**src/rtl/iob2axil.sv**
```systemverilog
// IOb slave to AXI4-Lite master bridge. One transaction in flight; the AXI
// payload is registered at accept time and AW/W handshakes are tracked separately.
module iob2axil #(
  parameter int AXIL_ADDR_W = 32,
  parameter int AXIL_DATA_W = 32
) (
  input  logic                       clk_i,
  input  logic                       rst_i,
  input  logic                       cke_i,
  input  logic                       iob_avalid_i,
  input  logic [AXIL_ADDR_W-1:0]     iob_addr_i,
  input  logic [AXIL_DATA_W-1:0]     iob_wdata_i,
  input  logic [AXIL_DATA_W/8-1:0]   iob_wstrb_i,
  output logic                       iob_rvalid_o,
  output logic [AXIL_DATA_W-1:0]     iob_rdata_o,
  output logic                       iob_ready_o,
  output logic [AXIL_ADDR_W-1:0]     axil_awaddr_o,
  output logic [2:0]                 axil_awprot_o,
  output logic                       axil_awvalid_o,
  input  logic                       axil_awready_i,
  output logic [AXIL_DATA_W-1:0]     axil_wdata_o,
  output logic [AXIL_DATA_W/8-1:0]   axil_wstrb_o,
  output logic                       axil_wvalid_o,
  input  logic                       axil_wready_i,
  input  logic [1:0]                 axil_bresp_i,
  input  logic                       axil_bvalid_i,
  output logic                       axil_bready_o,
  output logic [AXIL_ADDR_W-1:0]     axil_araddr_o,
  output logic [2:0]                 axil_arprot_o,
  output logic                       axil_arvalid_o,
  input  logic                       axil_arready_i,
  input  logic [AXIL_DATA_W-1:0]     axil_rdata_i,
  input  logic [1:0]                 axil_rresp_i,
  input  logic                       axil_rvalid_i,
  output logic                       axil_rready_o,
  output logic                       err_o
);

  localparam int STRB_W = AXIL_DATA_W / 8;

  typedef enum logic [2:0] {
    IDLE         = 3'd0,
    WR_ADDR_DATA = 3'd1,
    WR_RESP      = 3'd2,
    RD_ADDR      = 3'd3,
    RD_DATA      = 3'd4
  } state_t;

  state_t                   state_q, state_d;
  logic                     aw_done_q, aw_done_d;
  logic                     w_done_q, w_done_d;
  logic                     rvalid_q, rvalid_d;
  logic                     err_q, err_d;
  logic [AXIL_DATA_W-1:0]   rdata_q, rdata_d;
  logic [AXIL_ADDR_W-1:0]   addr_q, addr_d;
  logic [AXIL_DATA_W-1:0]   wdata_q, wdata_d;
  logic [STRB_W-1:0]        wstrb_q, wstrb_d;

  // Control state: reset wins over the clock enable.
  always_ff @(posedge clk_i) begin
    if (rst_i) begin
      state_q   <= IDLE;
      aw_done_q <= 1'b0;
      w_done_q  <= 1'b0;
      rvalid_q  <= 1'b0;
      err_q     <= 1'b0;
      rdata_q   <= '0;
    end else if (cke_i) begin
      state_q   <= state_d;
      aw_done_q <= aw_done_d;
      w_done_q  <= w_done_d;
      rvalid_q  <= rvalid_d;
      err_q     <= err_d;
      rdata_q   <= rdata_d;
    end
  end

  // Request payload needs no reset: it is only visible behind a valid.
  always_ff @(posedge clk_i) begin
    if (cke_i) begin
      addr_q  <= addr_d;
      wdata_q <= wdata_d;
      wstrb_q <= wstrb_d;
    end
  end

  always_comb begin
    state_d   = state_q;
    aw_done_d = aw_done_q;
    w_done_d  = w_done_q;
    rvalid_d  = 1'b0;
    err_d     = 1'b0;
    rdata_d   = rdata_q;
    addr_d    = addr_q;
    wdata_d   = wdata_q;
    wstrb_d   = wstrb_q;
    case (state_q)
      IDLE: begin
        if (iob_avalid_i) begin
          addr_d    = iob_addr_i;
          wdata_d   = iob_wdata_i;
          wstrb_d   = iob_wstrb_i;
          aw_done_d = 1'b0;
          w_done_d  = 1'b0;
          state_d   = (|iob_wstrb_i) ? WR_ADDR_DATA : RD_ADDR;
        end
      end
      WR_ADDR_DATA: begin
        // A flag that is already set keeps its valid low, so a stray ready is harmless.
        aw_done_d = aw_done_q | axil_awready_i;
        w_done_d  = w_done_q | axil_wready_i;
        if (aw_done_d && w_done_d) begin
          state_d = WR_RESP;
        end
      end
      WR_RESP: begin
        if (axil_bvalid_i) begin
          err_d   = |axil_bresp_i;
          state_d = IDLE;
        end
      end
      RD_ADDR: begin
        if (axil_arready_i) begin
          state_d = RD_DATA;
        end
      end
      RD_DATA: begin
        if (axil_rvalid_i) begin
          rdata_d  = axil_rdata_i;
          rvalid_d = 1'b1;
          err_d    = |axil_rresp_i;
          state_d  = IDLE;
        end
      end
      default: state_d = IDLE;
    endcase
  end

  assign iob_ready_o    = (state_q == IDLE);
  assign iob_rvalid_o   = rvalid_q;
  assign iob_rdata_o    = rdata_q;
  assign err_o          = err_q;

  assign axil_awaddr_o  = addr_q;
  assign axil_awprot_o  = 3'b000;
  assign axil_awvalid_o = (state_q == WR_ADDR_DATA) && !aw_done_q;
  assign axil_wdata_o   = wdata_q;
  assign axil_wstrb_o   = wstrb_q;
  assign axil_wvalid_o  = (state_q == WR_ADDR_DATA) && !w_done_q;
  assign axil_bready_o  = (state_q == WR_RESP);

  assign axil_araddr_o  = addr_q;
  assign axil_arprot_o  = 3'b000;
  assign axil_arvalid_o = (state_q == RD_ADDR);
  assign axil_rready_o  = (state_q == RD_DATA);

endmodule

```
**config.mk**
```make
export PLATFORM = sky130hd
export DESIGN_NAME = iob2axil
export DESIGN_NICKNAME = d
export VERILOG_FILES = /design/src/rtl/iob2axil.sv
export SDC_FILE = /design/constraint.sdc
export NUM_CORES = 1
export LEC_CHECK = 0
export BUFFER_PORTS_ARGS = -buffer_cell sky130_fd_sc_hd__clkbuf_2
export CORE_ASPECT_RATIO = 0.6
export CORE_MARGIN = 3
export CORE_UTILIZATION = 25
export DETAILED_ROUTE_END_ITERATION = 7
export GPL_ROUTABILITY_DRIVEN = 0
export PLACE_DENSITY_LB_ADDON = 0.15
export SLEW_MARGIN = 20
export SYNTH_ARGS = -nofsm -noshare
export SYNTH_HDL_FRONTEND = slang
export SYNTH_SLANG_ARGS = --single-unit
export TNS_END_PERCENT = 50
```
**constraint.sdc**
```tcl
create_clock -name clk_i -period 2.9 [get_ports clk_i]
set_input_delay 0.145 -clock clk_i [delete_from_list [all_inputs] [get_ports clk_i]]
set_output_delay 0.145 -clock clk_i [all_outputs]
set_load 0.02 [all_outputs]
```
## Word-level counts from Yosys, hierarchy flattened

Index checks and enable logic that the tools add are counted.

| storage, ports and cells | value |
|---|---|
| bits in registers | 107 |
| word-level logic and storage cells | 49 |
| output and inout bits | 146 |

| cells by class | value |
|---|---|
| equality and inequality tests | 9 |
| bitwise gates (word level) | 2 |
| reductions and logical operators | 14 |
| muxes and demuxes | 15 |

Operators by type and width:

| cell | count |
|---|---|
| $mux 3 | 5 |
| $pmux 3 s5 | 1 |
| $reduce_and 3->1 | 3 |
| $ne 2x2->1 const B | 4 |
| $eq 3x2->1 const B | 2 |
| $pmux 1 s2 | 3 |
| $reduce_and 6->1 | 1 |
| $mux 1 | 5 |
| $reduce_or 2->1 | 2 |
| $reduce_or 4->1 | 1 |
| $eq 3x1->1 const B | 1 |
| $eq 3x3->1 const B | 1 |
| $logic_and 1x1->1 | 3 |
| $logic_not 3->1 | 1 |
| $logic_not 1->1 | 2 |
| $mux 2 | 1 |
| $ne 2x1->1 const B | 1 |
| $or 1x1->1 | 2 |
| $reduce_bool 2->1 | 1 |

## Logic depth before layout (Yosys ltp)

| logic depth | value |
|---|---|
| depth in word-level cells | 4 |
| depth in mapped cells | 7 |
| gate-level depth less buffers | 4 |

## Least setup slack after synthesis

OpenSTA, ideal clock, no wires.

| path | value |
|---|---|
| path type | register to register |
| start point | reg state_q[0] |
| end point | reg addr_q[0], in the netlist axil_araddr_o[0], enable pin |
| path buffers | 1 |
| setup slack | -0.374 ns |
| stages on the path, launching flop included | 4 |
| arrival | 2.837 ns |
| cells stage by stage | dfxtp_1 -> buf_6 -> nor3_1 -> and3_1 |

| on the way | value |
|---|---|
| word-level cells in the longest chain between the ends | 2 |

RTL lines:

| what | RTL line | RTL |
|---|---|---|
| from (decl) | 49 | `state_t state_q, state_d;` |
| from (signal assigned) | 69 | `state_q <= state_d;` |
| $logic_not 3->1 | n/a |  |
| named net iob_ready_o | 16 | `output logic iob_ready_o,` |
| $reduce_and 3->1 (no line) | n/a |  |
| to (signal assigned) | 81 | `addr_q <= addr_d;` |
| to (decl) | 55 | `logic [AXIL_ADDR_W-1:0] addr_q, addr_d;` |

The timed path passes the listed nets, and every way through them passes these cells.
A chain may end at the register's enable or synchronous reset.

## Worst setup path after layout

| path | value |
|---|---|
| start point | reg state_q[0] |
| end point | reg addr_q[6], in the netlist axil_araddr_o[6], enable pin |

| on the way | value |
|---|---|
| word-level cells in the longest chain between the ends | 2 |

RTL lines:

| what | RTL line | RTL |
|---|---|---|
| $logic_not 3->1 | 97 | `case (state_q)` |
| $reduce_and 3->1 (no line) | n/a |  |

No other way between the ends.

==> reports/metrics.cfg <==
[status]
status = finished, final reports clean

[power]
power_switching_mw = 0.817
p_per_area_mw_per_mm2 = 548
internal_power_mw = 2.51
seq_power_share_pct = 51.3
combPwrFrac_pct = 11.6
clockPowerShare_pct = 37.0
cellLeakagePower_nw = 2.65
p_sw_share_pct = 24.5
peakVddDrop_mv = 0.283

[clock_tree]
clk_path_buf_depth = 2
htree_levels = 3
cts_root_buffer = clkbuf_16
cts_tree = yes
cts_sinks = 107
path_clk_slew_ps = 80
clk_latency_ps = 340
cts_resized = 0
numCtsBuffers = 9

[critical_path]
critPathLaunchType = register
r2r_end = axil_araddr_o[6]
crit_fanout = 43
cp_data_arrival_time_ps = 1920
cp-startpoint = state_q[0]
cp-end-kind = register
crit_type = register to register
crit_end = axil_araddr_o[6]
worstPathRequired_ps = 2930
reg2reg_slack_ps = 1010
rr_startpoint = state_q[0]
r2r_cells = 3

[logic_synthesis]
yosysUniqueCellTypes = 29
yosys.area.top_type = edfxtp_1
postSynthAreaPerCell_sq_um = 13.1
synth_edf_count = 68
ys_ff_latch = 107
synthTopCellsByArea = edfxtp_1, dfxtp_1, buf_4
netlist.area_leader.share_pct = 52.3
ys_warn_count = 0
async_flop_share_pct = 0
synth_ff_type = edfxtp_1
synthCells = 299
synthesis.area_sq_mm = 0.00390
ys_seq_area_share_pct = 72.3

[sta]
period_share_pct = 65.2
setup_viol = 0
fin_setup_tns_ps = 0
slew_headroom_pct = 41.8
tightest_slew_ps = 873
period_minus_slack_ps = 1890
final_max_slew_viol_count = 0
fmax_ghz = 0.529
clock_skew_ps = 10.7
grt_setup_unrepaired = no
hold_viol_final = 0

[routing]
vias = 3187
drtIter0Drc = 141
drcViolationCount = 0
ant_nets = 0
wl_per_cell_microns = 14.0
drt_first_pass_iters = 4
via_per_inst = 4.03
wl_mm = 11.1

[place]
dpl.cell_count = 705
dpl.hpwl_mm = 8.05
io_buffers = 252

[min_path]
hold_path_class = input pin to register

[cells_and_area]
seqCellArea_sq_mm = 0.00282
final_cell_mix = clkbuf_2, dlygate4sd3_1, edfxtp_1, nand2_1, dfxtp_1
area_growth_pct = 55.7
fill_cells = 1483
final_common_cell = clkbuf_2
instances_no_fill = 790
nets = 700
insertedDiodeCount = 0
multi_input_area_sq_um = 707
drive_gt1_share_pct = 46.8

[floorplanning]
start_util_pct = 26.2
core-area_sq_mm = 0.0149
fp.dieH_microns = 103
die_w_microns = 167
rows = 34
pin_count = 259
dieArea_sq_mm = 0.0172

[global_route]
grt_pass1_vias = 3315
grt_pass1_wl_mm = 17.0
antenna_found_initial = 0
grt_max_degree = 44
track_usage_pct = 12.6
grt_overflow = 0

[flow_run]
drv_cap = 0

Yosys cell counts, drive strengths merged, types with 2 or more instances:
cell,count
nand2,67
inv,3
edfxtp,68
clkbuf,6
dfxtp,39
a21oi,36
nand2b,2
nor4b,2
and3,2
o41ai,2
nor3,6
nor2,5
o21ai,2
buf,46
area by class of cell:
class | count | share of cell area, %
Tap cell | 198 | 4.08
Clock buffer | 11 | 4.18
Timing Repair Buffer | 324 | 32.7
Inverter | 3 | 0.185
Sequential cell | 107 | 46.4
Clock inverter | 5 | 0.803
Multi-Input combinational cell | 142 | 11.6
metrics by stage:
stage	setup slack, ps	area (sq um)	total power, mW	utilization, %	hold slack [ps]
2_1_floorplan	399	3930	1.93	-	244
3_3_place_gp	1010	5080	2.06	34.2	322
3_5_place_dp	977	5080	2.06	34.2	324
4_1_cts	962	6080	3.39	40.8	1.31
5_1_grt	874	6080	3.49	40.8	4.23
6_report	1010	6080	3.33	40.8	17.7
power groups by stage:
stage / registers, mW / clock network, mW / logic (mW)
final: 1.71 / 1.23 / 0.387
after global routing: 1.72 / 1.35 / 0.420
after CTS: 1.71 / 1.29 / 0.391
after detailed placement: 1.74 / 0 / 0.317
after global placement: 1.74 / 0 / 0.317
after floorplan: 1.80 / 0 / 0.128
sequential cells by signal, indices dropped and copies added, names as in the netlist:
register and flops:
axil_wdata_o 32, w_done_q 1, iob_rdata_o 32, axil_wstrb_o 4, axil_araddr_o 32, err_o 1
state_q 3, aw_done_q 1, iob_rvalid_o 1
timing repair:
| item | in CTS | in global routing |
|---|---|---|
| hold endpoints to repair | 69 | 0 |
| hold buffers | 69 | 0 |
| setup endpoints to repair | 0 | 0 |
| setup buffers | 0 | 0 |
per-layer routing:
| layer | global-route usage [%] | routed length [microns] | up-vias |
|---|---|---|---|
| met5 | 0 | 0 | - |
| met3 | 5.29 | 945 | 7 |
| met2 | 21.0 | 5370 | 128 |
| met1 | 15.2 | 4640 | 1490 |
| li1 | - | - | 1562 |
| met4 | 3.58 | 128 | 0 |
worst max-delay path, stage by stage (launching register included):
cell	delay, ps
dfxtp_1	450
nor3_1	320
and3_4	490
buf_12	300
cells by family (layout without fill, tap and decap cells):
group | after synthesis | in the layout | synth area share [%]
AND/OR/NAND/NOR | 88 | 88 | 9.87
other | 1 | 6 | 0.0960
AO/OA/AOI/OAI | 47 | 47 | 7.27
buffers and inverters | 55 | 343 | 10.2
multiplexers | 1 | 1 | 0.256
flip-flops | 107 | 107 | 72.3
worst min-delay path by stage:
stage,startpoint,end,slack [ps],cells past startpoint
2_1_floorplan,iob_addr_i[0],axil_araddr_o[0],240,0
3_3_place_gp,iob_wdata_i[17],axil_wdata_o[17],320,1
3_5_place_dp,iob_wdata_i[4],axil_wdata_o[4],320,1
4_1_cts,axil_rdata_i[3],iob_rdata_o[3],1,3
5_1_grt,axil_rdata_i[5],iob_rdata_o[5],4,3
6_report,axil_rdata_i[10],iob_rdata_o[10],20,3
Power figures use the tool's default switching activity.
